--- src/rtl/aclock_pkg.sv ---
// Shared types and limits for the Aclock core and its user-interface controller.
package aclock_pkg;

    typedef enum logic [2:0] {
        S_RUN   = 3'd0,
        S_T_HR  = 3'd1,
        S_T_MIN = 3'd2,
        S_A_HR  = 3'd3,
        S_A_MIN = 3'd4
    } edit_state_e;

    localparam logic [2:0] ST_RUN   = S_RUN;
    localparam logic [2:0] ST_T_HR  = S_T_HR;
    localparam logic [2:0] ST_T_MIN = S_T_MIN;
    localparam logic [2:0] ST_A_HR  = S_A_HR;
    localparam logic [2:0] ST_A_MIN = S_A_MIN;

    localparam int HR_MAX  = 23;
    localparam int MIN_MAX = 59;

    typedef struct packed {
        logic [1:0] h1;
        logic [3:0] h0;
        logic [3:0] m1;
        logic [3:0] m0;
    } bcd_time_t;

endpackage

--- src/rtl/aclock_ui_ctrl_if.sv ---
// Button front-end / core-facing signal bundle of the alarm-clock UI controller.
interface aclock_ui_ctrl_if;
    import aclock_pkg::*;

    logic       tick_1hz;
    logic       btn_mode;
    logic       btn_inc;
    logic       btn_snooze;
    logic       btn_off;
    logic [1:0] cur_H1;
    logic [3:0] cur_H0;
    logic [3:0] cur_M1;
    logic [3:0] cur_M0;
    logic       Alarm;
    logic [1:0] H_in1;
    logic [3:0] H_in0;
    logic [3:0] M_in1;
    logic [3:0] M_in0;
    logic       LD_time;
    logic       LD_alarm;
    logic       STOP_al;
    logic       AL_ON;
    logic       buzz;
    logic [2:0] edit_state;
    logic       blink;

    modport master (
        output tick_1hz, btn_mode, btn_inc, btn_snooze, btn_off,
        output cur_H1, cur_H0, cur_M1, cur_M0, Alarm,
        input  H_in1, H_in0, M_in1, M_in0,
        input  LD_time, LD_alarm, STOP_al, AL_ON, buzz, edit_state, blink
    );

    modport slave (
        input  tick_1hz, btn_mode, btn_inc, btn_snooze, btn_off,
        input  cur_H1, cur_H0, cur_M1, cur_M0, Alarm,
        output H_in1, H_in0, M_in1, M_in0,
        output LD_time, LD_alarm, STOP_al, AL_ON, buzz, edit_state, blink
    );

endinterface

--- src/rtl/bcd_time_inc.sv ---
// BCD hour (00..23) and minute (00..59) increment with wrap; minutes never carry into hours.
module bcd_time_inc
    import aclock_pkg::*;
(
    input  bcd_time_t t,
    output bcd_time_t hr_inc,
    output bcd_time_t min_inc
);

    localparam logic [1:0] HR_T  = 2'(HR_MAX / 10);
    localparam logic [3:0] HR_U  = 4'(HR_MAX % 10);
    localparam logic [3:0] MIN_T = 4'(MIN_MAX / 10);

    always_comb begin
        hr_inc = t;
        if (t.h1 == HR_T && t.h0 == HR_U) begin
            hr_inc.h1 = '0;
            hr_inc.h0 = '0;
        end else if (t.h0 == 4'd9) begin
            hr_inc.h1 = t.h1 + 2'd1;
            hr_inc.h0 = '0;
        end else begin
            hr_inc.h0 = t.h0 + 4'd1;
        end

        min_inc = t;
        if (t.m0 == 4'd9) begin
            min_inc.m0 = '0;
            min_inc.m1 = (t.m1 == MIN_T) ? 4'd0 : t.m1 + 4'd1;
        end else begin
            min_inc.m0 = t.m0 + 4'd1;
        end
    end

endmodule

--- src/rtl/aclock_ui_ctrl.sv ---
// Alarm-clock UI sequencer: edit FSM, load/stop strobes, snooze scheduler, edit timeout.
//   state | meaning
//   RUN   | normal display, inc toggles alarm enable
//   T_HR  | editing time hours       T_MIN | editing time minutes
//   A_HR  | editing alarm hours      A_MIN | editing alarm minutes
module aclock_ui_ctrl
    import aclock_pkg::*;
#(
    parameter int LD_CYCLES   = 1,
    parameter int SNOOZE_SEC  = 300,
    parameter int TIMEOUT_SEC = 30
) (
    input logic           clk,
    input logic           reset,
    aclock_ui_ctrl_if.slave ui
);

    localparam int SW = $clog2(LD_CYCLES + 1);
    localparam int NW = $clog2(SNOOZE_SEC + 1);
    localparam int TW = $clog2(TIMEOUT_SEC + 1);

    logic [2:0]    state, state_nx;
    bcd_time_t     edit, shadow, cur, hr_nx, min_nx;
    logic          al_on, rebuzz, blink;
    logic [SW-1:0] stb_cnt;
    logic          f_time, f_alarm, f_stop;
    logic          snz_run;
    logic [NW-1:0] snz_cnt;
    logic [TW-1:0] idle_cnt;

    logic busy, any_btn, buzz, stop_ev, mode_ok, inc_ok;
    logic ld_time_ev, ld_al_ev, editing, timeout, win_end, hr_state;

    assign cur = {ui.cur_H1, ui.cur_H0, ui.cur_M1, ui.cur_M0};

    bcd_time_inc u_inc (
        .t       (edit),
        .hr_inc  (hr_nx),
        .min_inc (min_nx)
    );

    assign busy       = (stb_cnt != '0);
    assign any_btn    = ui.btn_mode | ui.btn_inc | ui.btn_snooze | ui.btn_off;
    assign buzz       = ui.Alarm | rebuzz;
    assign stop_ev    = ui.btn_off | (ui.btn_snooze & buzz);
    // Edits are frozen while any strobe runs so the core loads a stable value.
    assign mode_ok    = ui.btn_mode & ~busy;
    assign inc_ok     = ui.btn_inc & ~ui.btn_mode & ~busy;
    assign ld_time_ev = mode_ok & (state == ST_T_MIN);
    assign ld_al_ev   = mode_ok & (state == ST_A_MIN);
    assign editing    = (state != ST_RUN);
    assign hr_state   = (state == ST_T_HR) | (state == ST_A_HR);
    assign timeout    = editing & ui.tick_1hz & ~any_btn & (idle_cnt == TW'(TIMEOUT_SEC - 1));
    assign win_end    = busy & (stb_cnt == SW'(1)) & ~stop_ev;

    always_comb begin
        state_nx = state;
        if (mode_ok) begin
            case (state)
                ST_RUN:   state_nx = ST_T_HR;
                ST_T_HR:  state_nx = ST_T_MIN;
                ST_T_MIN: state_nx = ST_A_HR;
                ST_A_HR:  state_nx = ST_A_MIN;
                default:  state_nx = ST_RUN;
            endcase
        end else if (timeout) begin
            state_nx = ST_RUN;
        end
    end

    always_ff @(posedge clk) begin
        if (reset) begin
            state    <= ST_RUN;
            edit     <= '0;
            shadow   <= '0;
            al_on    <= 1'b0;
            blink    <= 1'b0;
            idle_cnt <= '0;
        end else begin
            state <= state_nx;
            if (mode_ok && state == ST_RUN)
                edit <= cur;
            else if (inc_ok && hr_state)
                edit <= hr_nx;
            else if (inc_ok && editing)
                edit <= min_nx;
            else if (timeout || (win_end && f_time))
                edit <= shadow;

            if (ld_al_ev) begin
                shadow <= edit;
                al_on  <= 1'b1;
            end else if (inc_ok && !editing) begin
                al_on  <= ~al_on;
            end

            if (state_nx == ST_RUN)
                blink <= 1'b0;
            else if (ui.tick_1hz)
                blink <= ~blink;

            if (!editing || any_btn || timeout)
                idle_cnt <= '0;
            else if (ui.tick_1hz)
                idle_cnt <= idle_cnt + TW'(1);
        end
    end

    // One shared window; a stop arriving mid-window restarts it and keeps earlier kinds asserted.
    always_ff @(posedge clk) begin
        if (reset) begin
            stb_cnt <= '0;
            f_time  <= 1'b0;
            f_alarm <= 1'b0;
            f_stop  <= 1'b0;
        end else if (stop_ev || ld_time_ev || ld_al_ev) begin
            stb_cnt <= SW'(LD_CYCLES);
            f_time  <= f_time  | ld_time_ev;
            f_alarm <= f_alarm | ld_al_ev;
            f_stop  <= f_stop  | stop_ev;
        end else if (busy) begin
            stb_cnt <= stb_cnt - SW'(1);
            if (win_end) begin
                f_time  <= 1'b0;
                f_alarm <= 1'b0;
                f_stop  <= 1'b0;
            end
        end
    end

    always_ff @(posedge clk) begin
        if (reset || ui.btn_off) begin
            rebuzz  <= 1'b0;
            snz_run <= 1'b0;
            snz_cnt <= '0;
        end else if (ui.btn_snooze && buzz) begin
            rebuzz  <= 1'b0;
            snz_run <= 1'b1;
            snz_cnt <= '0;
        end else if (snz_run && ui.tick_1hz) begin
            if (snz_cnt == NW'(SNOOZE_SEC - 1)) begin
                rebuzz  <= 1'b1;
                snz_run <= 1'b0;
                snz_cnt <= '0;
            end else begin
                snz_cnt <= snz_cnt + NW'(1);
            end
        end
    end

    assign ui.H_in1      = edit.h1;
    assign ui.H_in0      = edit.h0;
    assign ui.M_in1      = edit.m1;
    assign ui.M_in0      = edit.m0;
    assign ui.LD_time    = f_time;
    assign ui.LD_alarm   = f_alarm;
    assign ui.STOP_al    = f_stop;
    assign ui.AL_ON      = al_on;
    assign ui.buzz       = buzz;
    assign ui.edit_state = state;
    assign ui.blink      = blink;

endmodule

--- src/flat_wrapper.sv ---
// flat-port wrapper written by rule: the top's interface ports become plain ports
module aclock_ui_ctrl_flat import aclock_pkg::*;
#(
    parameter int LD_CYCLES   = 1,
    parameter int SNOOZE_SEC  = 300,
    parameter int TIMEOUT_SEC = 30
)
  (clk, reset, ui_tick_1hz, ui_btn_mode, ui_btn_inc, ui_btn_snooze, ui_btn_off, ui_cur_H1, ui_cur_H0, ui_cur_M1, ui_cur_M0, ui_Alarm, ui_H_in1, ui_H_in0, ui_M_in1, ui_M_in0, ui_LD_time, ui_LD_alarm, ui_STOP_al, ui_AL_ON, ui_buzz, ui_edit_state, ui_blink);
  aclock_ui_ctrl_if ui_i ();
  input logic clk;
  input logic reset;
  input wire logic [$bits(ui_i.tick_1hz)-1:0] ui_tick_1hz;
  input wire logic [$bits(ui_i.btn_mode)-1:0] ui_btn_mode;
  input wire logic [$bits(ui_i.btn_inc)-1:0] ui_btn_inc;
  input wire logic [$bits(ui_i.btn_snooze)-1:0] ui_btn_snooze;
  input wire logic [$bits(ui_i.btn_off)-1:0] ui_btn_off;
  input wire logic [$bits(ui_i.cur_H1)-1:0] ui_cur_H1;
  input wire logic [$bits(ui_i.cur_H0)-1:0] ui_cur_H0;
  input wire logic [$bits(ui_i.cur_M1)-1:0] ui_cur_M1;
  input wire logic [$bits(ui_i.cur_M0)-1:0] ui_cur_M0;
  input wire logic [$bits(ui_i.Alarm)-1:0] ui_Alarm;
  output wire logic [$bits(ui_i.H_in1)-1:0] ui_H_in1;
  output wire logic [$bits(ui_i.H_in0)-1:0] ui_H_in0;
  output wire logic [$bits(ui_i.M_in1)-1:0] ui_M_in1;
  output wire logic [$bits(ui_i.M_in0)-1:0] ui_M_in0;
  output wire logic [$bits(ui_i.LD_time)-1:0] ui_LD_time;
  output wire logic [$bits(ui_i.LD_alarm)-1:0] ui_LD_alarm;
  output wire logic [$bits(ui_i.STOP_al)-1:0] ui_STOP_al;
  output wire logic [$bits(ui_i.AL_ON)-1:0] ui_AL_ON;
  output wire logic [$bits(ui_i.buzz)-1:0] ui_buzz;
  output wire logic [$bits(ui_i.edit_state)-1:0] ui_edit_state;
  output wire logic [$bits(ui_i.blink)-1:0] ui_blink;
  assign ui_i.tick_1hz = ui_tick_1hz;
  assign ui_i.btn_mode = ui_btn_mode;
  assign ui_i.btn_inc = ui_btn_inc;
  assign ui_i.btn_snooze = ui_btn_snooze;
  assign ui_i.btn_off = ui_btn_off;
  assign ui_i.cur_H1 = ui_cur_H1;
  assign ui_i.cur_H0 = ui_cur_H0;
  assign ui_i.cur_M1 = ui_cur_M1;
  assign ui_i.cur_M0 = ui_cur_M0;
  assign ui_i.Alarm = ui_Alarm;
  assign ui_H_in1 = ui_i.H_in1;
  assign ui_H_in0 = ui_i.H_in0;
  assign ui_M_in1 = ui_i.M_in1;
  assign ui_M_in0 = ui_i.M_in0;
  assign ui_LD_time = ui_i.LD_time;
  assign ui_LD_alarm = ui_i.LD_alarm;
  assign ui_STOP_al = ui_i.STOP_al;
  assign ui_AL_ON = ui_i.AL_ON;
  assign ui_buzz = ui_i.buzz;
  assign ui_edit_state = ui_i.edit_state;
  assign ui_blink = ui_i.blink;
  aclock_ui_ctrl #(.LD_CYCLES(LD_CYCLES), .SNOOZE_SEC(SNOOZE_SEC), .TIMEOUT_SEC(TIMEOUT_SEC)) u_core (.clk(clk), .reset(reset), .ui(ui_i));
endmodule
--- config.mk ---
export PLATFORM = sky130hd
export DESIGN_NAME = aclock_ui_ctrl_flat
export DESIGN_NICKNAME = d
export VERILOG_FILES = /design/src/rtl/aclock_pkg.sv /design/src/rtl/aclock_ui_ctrl_if.sv /design/src/rtl/bcd_time_inc.sv /design/src/rtl/aclock_ui_ctrl.sv /design/src/flat_wrapper.sv
export SDC_FILE = /design/constraint.sdc
export NUM_CORES = 1
export LEC_CHECK = 0
export ABC_CLOCK_PERIOD_IN_PS = 2400
export BUFFER_PORTS_ARGS = -buffer_cell sky130_fd_sc_hd__buf_4
export CAP_MARGIN = 20
export CORE_ASPECT_RATIO = 1.75
export CORE_MARGIN = 1.5
export CORE_UTILIZATION = 55
export CTS_CLUSTER_SIZE = 30
export DETAILED_ROUTE_END_ITERATION = 16
export MAX_ROUTING_LAYER = met4
export PLACE_DENSITY = 0.78
export SYNTH_ARGS = -nofsm -noshare
export SYNTH_HDL_FRONTEND = slang
export SYNTH_SLANG_ARGS = --single-unit
export TNS_END_PERCENT = 10
--- constraint.sdc ---
create_clock -name clk -period 2.4 [get_ports clk]
set_input_delay 0.24 -clock clk [delete_from_list [all_inputs] [get_ports clk]]
set_output_delay 0.24 -clock clk [all_outputs]
set_load 0.005 [all_outputs]
### Yosys cells after proc, flatten, opt, wreduce, memory -nomap -nowiden

Cells that the tools add are included.

| word-level totals | value |
|---|---|
| bits in registers | 53 |
| output and inout port bits | 23 |
| logic and storage cells | 127 |

| operators by class | value |
|---|---|
| add/sub/neg operators | 7 |
| bitwise operators | 25 |
| equal/unequal tests | 15 |
| mux-type cells | 26 |
| reduce and logical (&&, ||, !) cells | 35 |

Operator list:

| cell | count |
|---|---|
| 2-to-1 mux 14 bit | 4 |
| 2-to-1 mux 4 bit | 4 |
| adder 4 x 1 -> 4 bit (second input constant) | 3 |
| 2-to-1 mux 1 bit | 12 |
| one-hot mux 3 bit (4 select lines) | 1 |
| bitwise AND 1 bit | 10 |
| AND reduction 2 bit | 5 |
| nonzero test 2 bit | 5 |
| adder 9 x 1 -> 9 bit (second input constant) | 1 |
| == test 9 bit (second input constant) | 1 |
| 2-to-1 mux 9 bit | 1 |
| OR 1 bit | 9 |
| nonzero test 3 bit | 3 |
| == test 4 bit (second input constant) | 2 |
| logical AND 1 bit | 8 |
| == test 3 x 2 -> 1 bit (second input constant) | 2 |
| logical NOT 3 bit | 2 |
| logical OR 1 bit | 6 |
| 2-to-1 mux 3 bit | 2 |
| 2-to-1 mux 6 bit | 1 |
| NOT 1 bit | 6 |
| AND reduction 3 bit | 2 |
| OR reduction 2 bit | 3 |
| adder 5 x 1 -> 5 bit (second input constant) | 1 |
| other kinds (14) | 14 |

### Logic depth before layout (Yosys ltp)

Gate-level depths: netlist of run 1.

| logic depth | value |
|---|---|
| depth after elaboration | 11 |
| mapped depth | 8 |
| mapped depth without buffers | 7 |

### Cells and area by module

A second synthesis of run 1 with hierarchy kept.

| unflattened totals | value |
|---|---|
| cells, all modules | 394 |
| area total of the unflattened synthesis | 3173.0 µm² |

Modules (own cells, without submodules):

| module | seq. area each (µm²) | area each (µm²) | instances | cells each |
|---|---|---|---|---|
| aclock_ui_ctrl | 1061.0 | 2736.4 | 1 | 333 |
| bcd_time_inc | 0.0 | 436.7 | 1 | 61 |

### Worst setup path after synthesis of run 1

Ideal clock, no wire load.

| path | value |
|---|---|
| path kind | register to register |
| start point | reg u_core.state[2] (netlist: u_core.ui.edit_state[2]) |
| end point | reg u_core.edit, in the netlist u_core.ui.M_in1[1] |
| setup slack | 0.482 ns |
| cell stages (with the launch flop) | 8 |
| data arrival time | 1.802 ns |
| buffers on the path | 2 |
| cell sequence | dfxtp_1 > buf_6 > or3_4 > buf_6 > mux2i_4 > o31a_4 > and2_4 > o211a_1 |

| on the way | value |
|---|---|
| longest elaborated chain between the ends | 7 |
| elaborated cells between the ends (all ways) | 19 |
| classes of those cells | eq/ne (4); mux (3); bitwise (4); reduce/logical (8) |

RTL lines:

| what | line | RTL |
|---|---|---|
| start: declaration | aclock_ui_ctrl.sv:22 | `logic [2:0] state, state_nx;` |
| start signal: assignment | aclock_ui_ctrl.sv:80 | `state <= state_nx;` |
| nonzero test 3 bit | aclock_ui_ctrl.sv:51 | `assign editing = (state != ST_RUN);` |
| bitwise AND 1 bit (3 in a row) | aclock_ui_ctrl.sv:53 | `assign timeout = editing & ui.tick_1hz & ~any_btn & (idle_cnt == TW'(TIMEOUT_SEC - 1));` |
| logical OR 1 bit | aclock_ui_ctrl.sv:87 | `else if (timeout \|\| (win_end && f_time))` |
| nonzero test 3 bit (no line) | - |  |
| AND reduction 3 bit (no line) | - |  |
| end signal: assignment | aclock_ui_ctrl.sv:84 | `edit <= hr_nx;` |
| end signal: assignment | aclock_ui_ctrl.sv:86 | `edit <= min_nx;` |
| end signal: assignment | aclock_ui_ctrl.sv:88 | `edit <= shadow;` |
| end: declaration | aclock_ui_ctrl.sv:23 | `bcd_time_t edit, shadow, cur, hr_nx, min_nx;` |

Several ways; a longest one is shown, not always the timed one. The select of a mux whose other input is x is not followed.
A chain may end at the register's enable or synchronous reset.

### Final worst setup path of run 1

| path | value |
|---|---|
| start point | reg u_core.edit, in the netlist u_core.ui.H_in0[0] |
| end point | reg u_core.edit, in the netlist u_core.ui.H_in1[0] |

| on the way | value |
|---|---|
| longest elaborated chain between the ends | 5 |
| elaborated cells between the ends (all ways) | 8 |
| classes of those cells | eq/ne (3); mux (3); reduce/logical (2) |

RTL lines:

| what | line | RTL |
|---|---|---|
| start signal: assignment | aclock_ui_ctrl.sv:82 | `edit <= cur;` |
| start signal: assignment | aclock_ui_ctrl.sv:84 |  |
| start signal: assignment | aclock_ui_ctrl.sv:86 |  |
| == test 4 x 2 -> 1 bit | bcd_time_inc.sv:16 | `if (t.h1 == HR_T && t.h0 == HR_U) begin` |
| logical AND 1 bit | bcd_time_inc.sv:16 |  |
| 2-to-1 mux 6 bit | bcd_time_inc.sv:16 |  |
| 2-to-1 mux 14 bit | aclock_ui_ctrl.sv:83 | `else if (inc_ok && hr_state)` |
| 2-to-1 mux 14 bit | aclock_ui_ctrl.sv:81 | `if (mode_ok && state == ST_RUN)` |

Several ways; a longest one is shown, not always the timed one. The select of a mux whose other input is x is not followed.

==> results of run 1 <==
## sequential cells by signal (all words and copies together) (netlist names), 2 cells and up
| name | count |
|---|---|
| u_core.ui.edit_state | 3 |
| u_core.ui.H_in0 | 4 |
| u_core.ui.H_in1 | 2 |
| u_core.ui.M_in1 | 4 |
| u_core.idle_cnt | 5 |
| u_core.snz_cnt | 9 |
| u_core.ui.M_in0 | 4 |
| u_core.shadow | 14 |
## cell type report
| class | instances | area share |
|---|---|---|
| clock buffers | 5 | 0.0216 |
| clock inverters | 3 | 0.00550 |
| inverters | 10 | 0.0118 |
| multi-input cells | 240 | 0.497 |
| flip-flops and latches | 53 | 0.333 |
| well taps | 52 | 0.0204 |
| repair buffers | 47 | 0.111 |
## power by group through the flow
stage,logic [W],clock network [W],registers (W)
2_1_floorplan,0.000184,0,0.000963
6_report,0.000284,0.000495,0.000958
3_5_place_dp,0.000284,0,0.000977
3_3_place_gp,0.000280,0,0.000976
5_1_grt,0.000311,0.000541,0.000964
4_1_cts,0.000284,0.000511,0.000957
## Yosys cell counts, types with 3 or more instances
master	n	share of area
o31ai_1	4	0.011
nor2b_1	4	0.0091
nor3_1	7	0.013
o21ai_0	9	0.016
inv_1	9	0.012
nand2_1	23	0.031
xnor2_1	9	0.029
nor4_1	3	0.0068
xor2_1	9	0.029
a211oi_1	7	0.019
nand2b_1	5	0.011
a221oi_1	6	0.019
nand4_1	4	0.0091
buf_4	3	0.0082
dfxtp_1	53	0.39
a31oi_1	3	0.0068
clkbuf_1	4	0.0054
a21oi_1	18	0.033
nand3_1	14	0.025
o211ai_1	3	0.0082
mux2i_1	12	0.044
nor3b_1	3	0.0082
ha_1	5	0.023
nor2_1	49	0.067
## logic make-up (layout without fill, tap and decap cells)
kind of cell | Yosys count | after routing | share of synthesized area
AOI/OAI and AO/OA | 72 | 72 | 0.188
xor gates and xnor gates | 18 | 18 | 0.0572
adders and majority gates | 5 | 5 | 0.0227
buffers and inverters | 22 | 65 | 0.0404
DFF | 53 | 53 | 0.385
muxes | 14 | 14 | 0.0559
and+or+nand+nor | 131 | 131 | 0.251
## per-stage QoR
| step | hold WS [ns] | setup WS (ns) | cells | utilization |
|---|---|---|---|---|
| 2_1_floorplan | 0.319 | 0.482 | 315 | - |
| 3_5_place_dp | 0.452 | 0.329 | 402 | 0.653 |
| 5_1_grt | 0.151 | 0.173 | 410 | 0.671 |
| 4_1_cts | 0.131 | 0.312 | 410 | 0.671 |
| 6_report | 0.139 | 0.320 | 410 | 0.671 |
| 3_3_place_gp | 0.447 | 0.408 | 402 | 0.653 |
## worst max-delay path by stage
stage | end | depth (start not counted)
finish | u_core.ui.H_in1[0]$_SDFFE_PP0P_ | 6
global route | u_core.ui.H_in1[0]$_SDFFE_PP0P_ | 6
CTS | u_core.ui.H_in1[0]$_SDFFE_PP0P_ | 6
detailed placement | u_core.ui.H_in1[0]$_SDFFE_PP0P_ | 6
global placement | u_core.ui.H_in1[0]$_SDFFE_PP0P_ | 6
floorplan | u_core.ui.M_in1[1]$_SDFFE_PP0P_ | 7
## worst max-delay path, stage by stage (launching register included)
cell and delay, ns:
dfxtp_1 0.45, ha_1 0.23, nand4bb_1 0.19, o2111ai_1 0.50, o31ai_1 0.24, a211oi_1 0.27
a211oi_1 0.07
## routing by layer
metal | global-route usage | vias up
met2 | 0.445 | 65
met5 | - | -
met4 | 0.112 | 0
met3 | 0.0321 | 21
met1 | 0.283 | 1132
li1 | - | 1222
==> impl_metrics.json, run 1 <==
{
  "reg2reg_from": "u_core.ui.H_in0[0]$_SDFFE_PP0P_",
  "maxSlewViolCount": 0,
  "switching_share": 0.281,
  "drv_cap": 0,
  "synth_flop_cell": "dfxtp_1",
  "htreeDepth": 2,
  "clkPwrFrac": 0.285,
  "wl_per_cell_um": 15.9,
  "port_buffers": 44,
  "min_from": "ui_btn_off",
  "startpoint_type": "flop",
  "drc": 0,
  "fillCellCount": 404,
  "cp.arrival_ns": 2.26,
  "synthArstFlopShare": 0,
  "core-area_sq_mm": 0.00475,
  "hold_buffers": 0,
  "worstPathRequired_ns": 2.58,
  "reg2reg_to": "u_core.ui.H_in1[0]$_SDFFE_PP0P_",
  "std_cell_rows": 33,
  "multi_input_area_sq_mm": 0.00158,
  "path_max_fanout": 7,
  "ys_types": 62,
  "hold_path_class": "in2reg",
  "final_layout_size_suffix_gt1_frac": 0.201,
  "finalClockSkew_ns": 0.00310,
  "fp.dieArea_sq_mm": 0.00546,
  "clock_latency_ns": 0.31,
  "hpwlAfterDp_mm": 4.94,
  "post_dp_cell_area_sq_mm": 0.00310,
  "ir_drop_v": 0.000511,
  "synth-edff-count": 0,
  "vias": 2440,
  "p_int_w": 0.00125,
  "areaGrowthSynthToFinish_pct": 15.6,
  "wl_met1_mm": 2.59,
  "first_pass_iters": 4,
  "reg2regPathDepth": 6,
  "wl_met2_mm": 3.46,
  "fin_crit_ns": 2.08,
  "via_per_inst": 5.95,
  "die_h_um": 96.6,
  "fp.dieW_um": 56.5,
  "design_area_sq_mm": 0.00319,
  "drtIter0Drc": 129,
  "nets": 384,
  "holdPathStages": 2,
  "cts_tree": "done",
  "max_freq_mhz": 481,
  "clkSinkCount": 53,
  "first_global_vias": 2449,
  "endpoint_kind": "flop",
  "regArea_sq_mm": 0.00106,
  "finalSetupViolations": 0,
  "highest_layer": "met4",
  "pin_count": 45,
  "routed-wl-met3_um": 229,
  "drt-total-wl_mm": 6.51,
  "cp-startpoint": "u_core.ui.H_in0[0]$_SDFFE_PP0P_",
  "finalHoldViolCount": 0,
  "most-common-layout-cells": "53 x dfxtp_1, 49 x nor2_1, 47 x buf_4",
  "yosysWarnings": 0,
  "antenna_found_initial": 0,
  "grt_max_degree": 36,
  "tightest_slew_ns": 0.624,
  "cts.reportedPaths.clkPinSlew_ns": 0.09,
  "tns_ns": 0,
  "ant_nets": 0,
  "slew_headroom": 0.580,
  "gp_congestion": 0.902,
  "power_density_mw_per_mm2": 545,
  "comb_power_share": 0.164,
  "syn_nets": 342,
  "post_cts_resize_count": 0,
  "synth-seq-cells": 53,
  "period_share": 0.867,
  "status": "complete, no violations",
  "cts_setup_buffers": 0,
  "syn_inst": 315,
  "clock_path_buffers": 2,
  "grt_overflow": 0,
  "p_leak_nw": 1.25,
  "worstSetupPathType": "reg2reg",
  "grt_pass1_wl_mm": 11.1,
  "grt_usage": 0.255,
  "syn_avg_cell_area_sq_um": 8.75,
  "diodes": 0,
  "power.switching_w": 0.000489,
  "cts_buffers": 5,
  "power_w": 0.00174,
  "hold_end": "u_core.snz_run$_SDFFE_PP0P_",
  "rsz0062_at_grt": "false",
  "initial_core_util": 0.580,
  "cts_root_buffer": "clkbuf_8",
  "final_common_cell": "dfxtp_1",
  "rrSetupSlack_ns": 0.32,
  "synth-seq-area-share": 0.385,
  "synth_area_sq_mm": 0.00276,
  "sequentialPowerShare": 0.551
}
No activity file was read; power rests on OpenSTA's default activity.
==> inputs of run 2 (changes only) <==
--- a/config.mk
+++ b/config.mk
@@ -14,7 +14,8 @@
 export CTS_CLUSTER_SIZE = 30
 export DETAILED_ROUTE_END_ITERATION = 16
 export MAX_ROUTING_LAYER = met4
-export PLACE_DENSITY = 0.78
+export PLACE_DENSITY = 0.81
+export RECOVER_POWER = 100
 export SYNTH_ARGS = -nofsm -noshare
 export SYNTH_HDL_FRONTEND = slang
 export SYNTH_SLANG_ARGS = --single-unit
==> run 2 against run 1 <==
Against the previous run: via count increased by 0.37%; clock skew increased by 0.0066 ns; first-iteration DRC count fell by 42%; final cell count unchanged; power grew 1.8%; critical endpoint is now u_core.shadow[12]$_SDFFE_PP0P_; fmax is 5.3% lower; clock power is 9.1% higher; critical path depth shrank 1; wire length is 0.91% lower.
==> impl_metrics.json, run 2 (same netlist as run 1, synthesis figures left out) <==
{
  "status": "complete, no violations",
  "largest-register": "u_core.shadow",
  "fillCellCount": 425,
  "grt_usage": 0.250,
  "worstPathCellList": "inv_1, nand4_1, dlymetal6s2s_1, mux2i_1, nor2_1",
  "core-area_sq_mm": 0.00475,
  "slew_headroom": 0.540,
  "comb_power_share": 0.154,
  "fin_cells": 410,
  "clkPwrFrac": 0.305,
  "grt_pass1_wl_mm": 10.8,
  "post_cts_resize_count": 0,
  "htreeDepth": 2,
  "cts_setup_buffers": 0,
  "worstPathRequired_ns": 2.60,
  "diodes": 0,
  "period_share": 0.916,
  "drv_cap": 0,
  "most-common-layout-cells": "53 x dfxtp_1, 50 x nor2_1, 23 x nand2_1, 23 x buf_4, 22 x clkbuf_4",
  "sequentialPowerShare": 0.541,
  "fin_crit_ns": 2.20,
  "startpoint_type": "flop",
  "cts_tree": "done",
  "grt_overflow": 0,
  "p_leak_nw": 1.23,
  "tns_ns": 0,
  "max_freq_mhz": 455,
  "vias": 2449,
  "pin_count": 45,
  "crit_family": "buffers and inverters",
  "rsz0062_at_grt": "false",
  "worstSetupPathType": "reg2reg",
  "critPathBufInv": 2,
  "via_per_inst": 5.97,
  "ir_drop_v": 0.000542,
  "dp.cells": 402,
  "fp.dieArea_sq_mm": 0.00546,
  "fp.dieW_um": 56.5,
  "regArea_sq_mm": 0.00106,
  "clock_latency_ns": 0.32,
  "endpoint_kind": "flop",
  "drtIter0Drc": 75,
  "largest_register_ffs": 14,
  "hold_path_class": "in2reg",
  "hpwlAfterDp_mm": 4.78,
  "antenna_found_initial": 0,
  "power_density_mw_per_mm2": 560,
  "power.switching_w": 0.000497,
  "grt_max_degree": 36,
  "critPathSlowestCell": "dfxtp_1",
  "p_int_w": 0.00127,
  "ant_nets": 0,
  "gp_congestion": 0.881,
  "areaGrowthSynthToFinish_pct": 14.6,
  "cts.reportedPaths.clkPinSlew_ns": 0.10,
  "die_h_um": 96.6,
  "cts_buffers": 5,
  "std_cell_rows": 33,
  "port_buffers": 44,
  "first_global_vias": 2376,
  "final_common_cell": "dfxtp_1",
  "max_stage_delay_ns": 0.63,
  "maxSlewViolCount": 0,
  "first_pass_iters": 4,
  "cp.arrival_ns": 2.40,
  "finalSetupViolations": 0,
  "tightest_slew_ns": 0.689,
  "drc": 0,
  "path_max_fanout": 13,
  "hold_buffers": 0,
  "wl_per_cell_um": 15.7,
  "final_layout_size_suffix_gt1_frac": 0.184,
  "reg_top3": "u_core.shadow x14, u_core.snz_cnt x9, u_core.idle_cnt x5",
  "multi_input_area_sq_mm": 0.00154,
  "finalHoldViolCount": 0,
  "clkSinkCount": 53,
  "clock_path_buffers": 2,
  "drt-total-wl_mm": 6.45,
  "finalClockSkew_ns": 0.00967,
  "initial_core_util": 0.580,
  "cts_root_buffer": "clkbuf_8",
  "switching_share": 0.281,
  "nets": 384
}
## run 2: per-stage QoR
stage	utilization	worst slack [ns]	cell area, sq um	hold WS, ns	total power (W)
6_report	0.665	0.203	3160	0.131	0.00177
3_3_place_gp	0.655	0.369	3110	0.448	0.00125
5_1_grt	0.665	0.0842	3160	0.133	0.00184
4_1_cts	0.676	0.308	3210	0.122	0.00179
3_5_place_dp	0.655	0.332	3110	0.456	0.00126
2_1_floorplan	-	0.482	2760	0.319	0.00115
## run 2: worst paths after layout
| check | slack, ns | cells after the start | to | start |
|---|---|---|---|---|
| worst max-delay path | 0.20 | 5 | u_core.shadow[12]$_SDFFE_PP0P_ | u_core.ui.edit_state[0]$_SDFF_PP0_ |
| worst min-delay path | 0.13 | 2 | u_core.snz_run$_SDFFE_PP0P_ | ui_btn_off |
| worst max register to register | 0.20 | 5 | u_core.shadow[12]$_SDFFE_PP0P_ | u_core.ui.edit_state[0]$_SDFF_PP0_ |
| worst min register to register | 0.47 | 2 | u_core.ui.LD_alarm$_SDFFE_PP0P_ | u_core.ui.LD_alarm$_SDFFE_PP0P_ |
## run 2: worst register-to-register path: cells and delay by family (launching register included)
family                 cells  cell delay [ns]
and+or+nand+nor            2             0.41
DFF                        1             0.63
buffers and inverters      2             0.76
muxes                      1             0.29
## run 2: area by class of cell
class / count / area share
sequential: 53 / 0.336
clock buffer: 6 / 0.0261
tap: 52 / 0.0206
multi-input combinational: 240 / 0.489
inverter: 10 / 0.0119
clock inverter: 2 / 0.00436
timing repair buffer: 47 / 0.112
## run 2: layer usage
| layer | GRT usage | wire length, um | vias to the layer above |
|---|---|---|---|
| met5 | - | 0 | - |
| li1 | - | - | 1210 |
| met4 | 0.0952 | 129 | 0 |
| met1 | 0.296 | 2680 | 1161 |
| met3 | 0.0321 | 243 | 12 |
| met2 | 0.421 | 3390 | 66 |
## run 2: power groups by stage
stage | clock network, W | registers (W) | logic, W
floorplan | 0 | 0.000963 | 0.000184
CTS | 0.000547 | 0.000957 | 0.000285
detailed placement | 0 | 0.000977 | 0.000284
finish | 0.000540 | 0.000957 | 0.000272
global route | 0.000578 | 0.000962 | 0.000299
global placement | 0 | 0.000975 | 0.000279
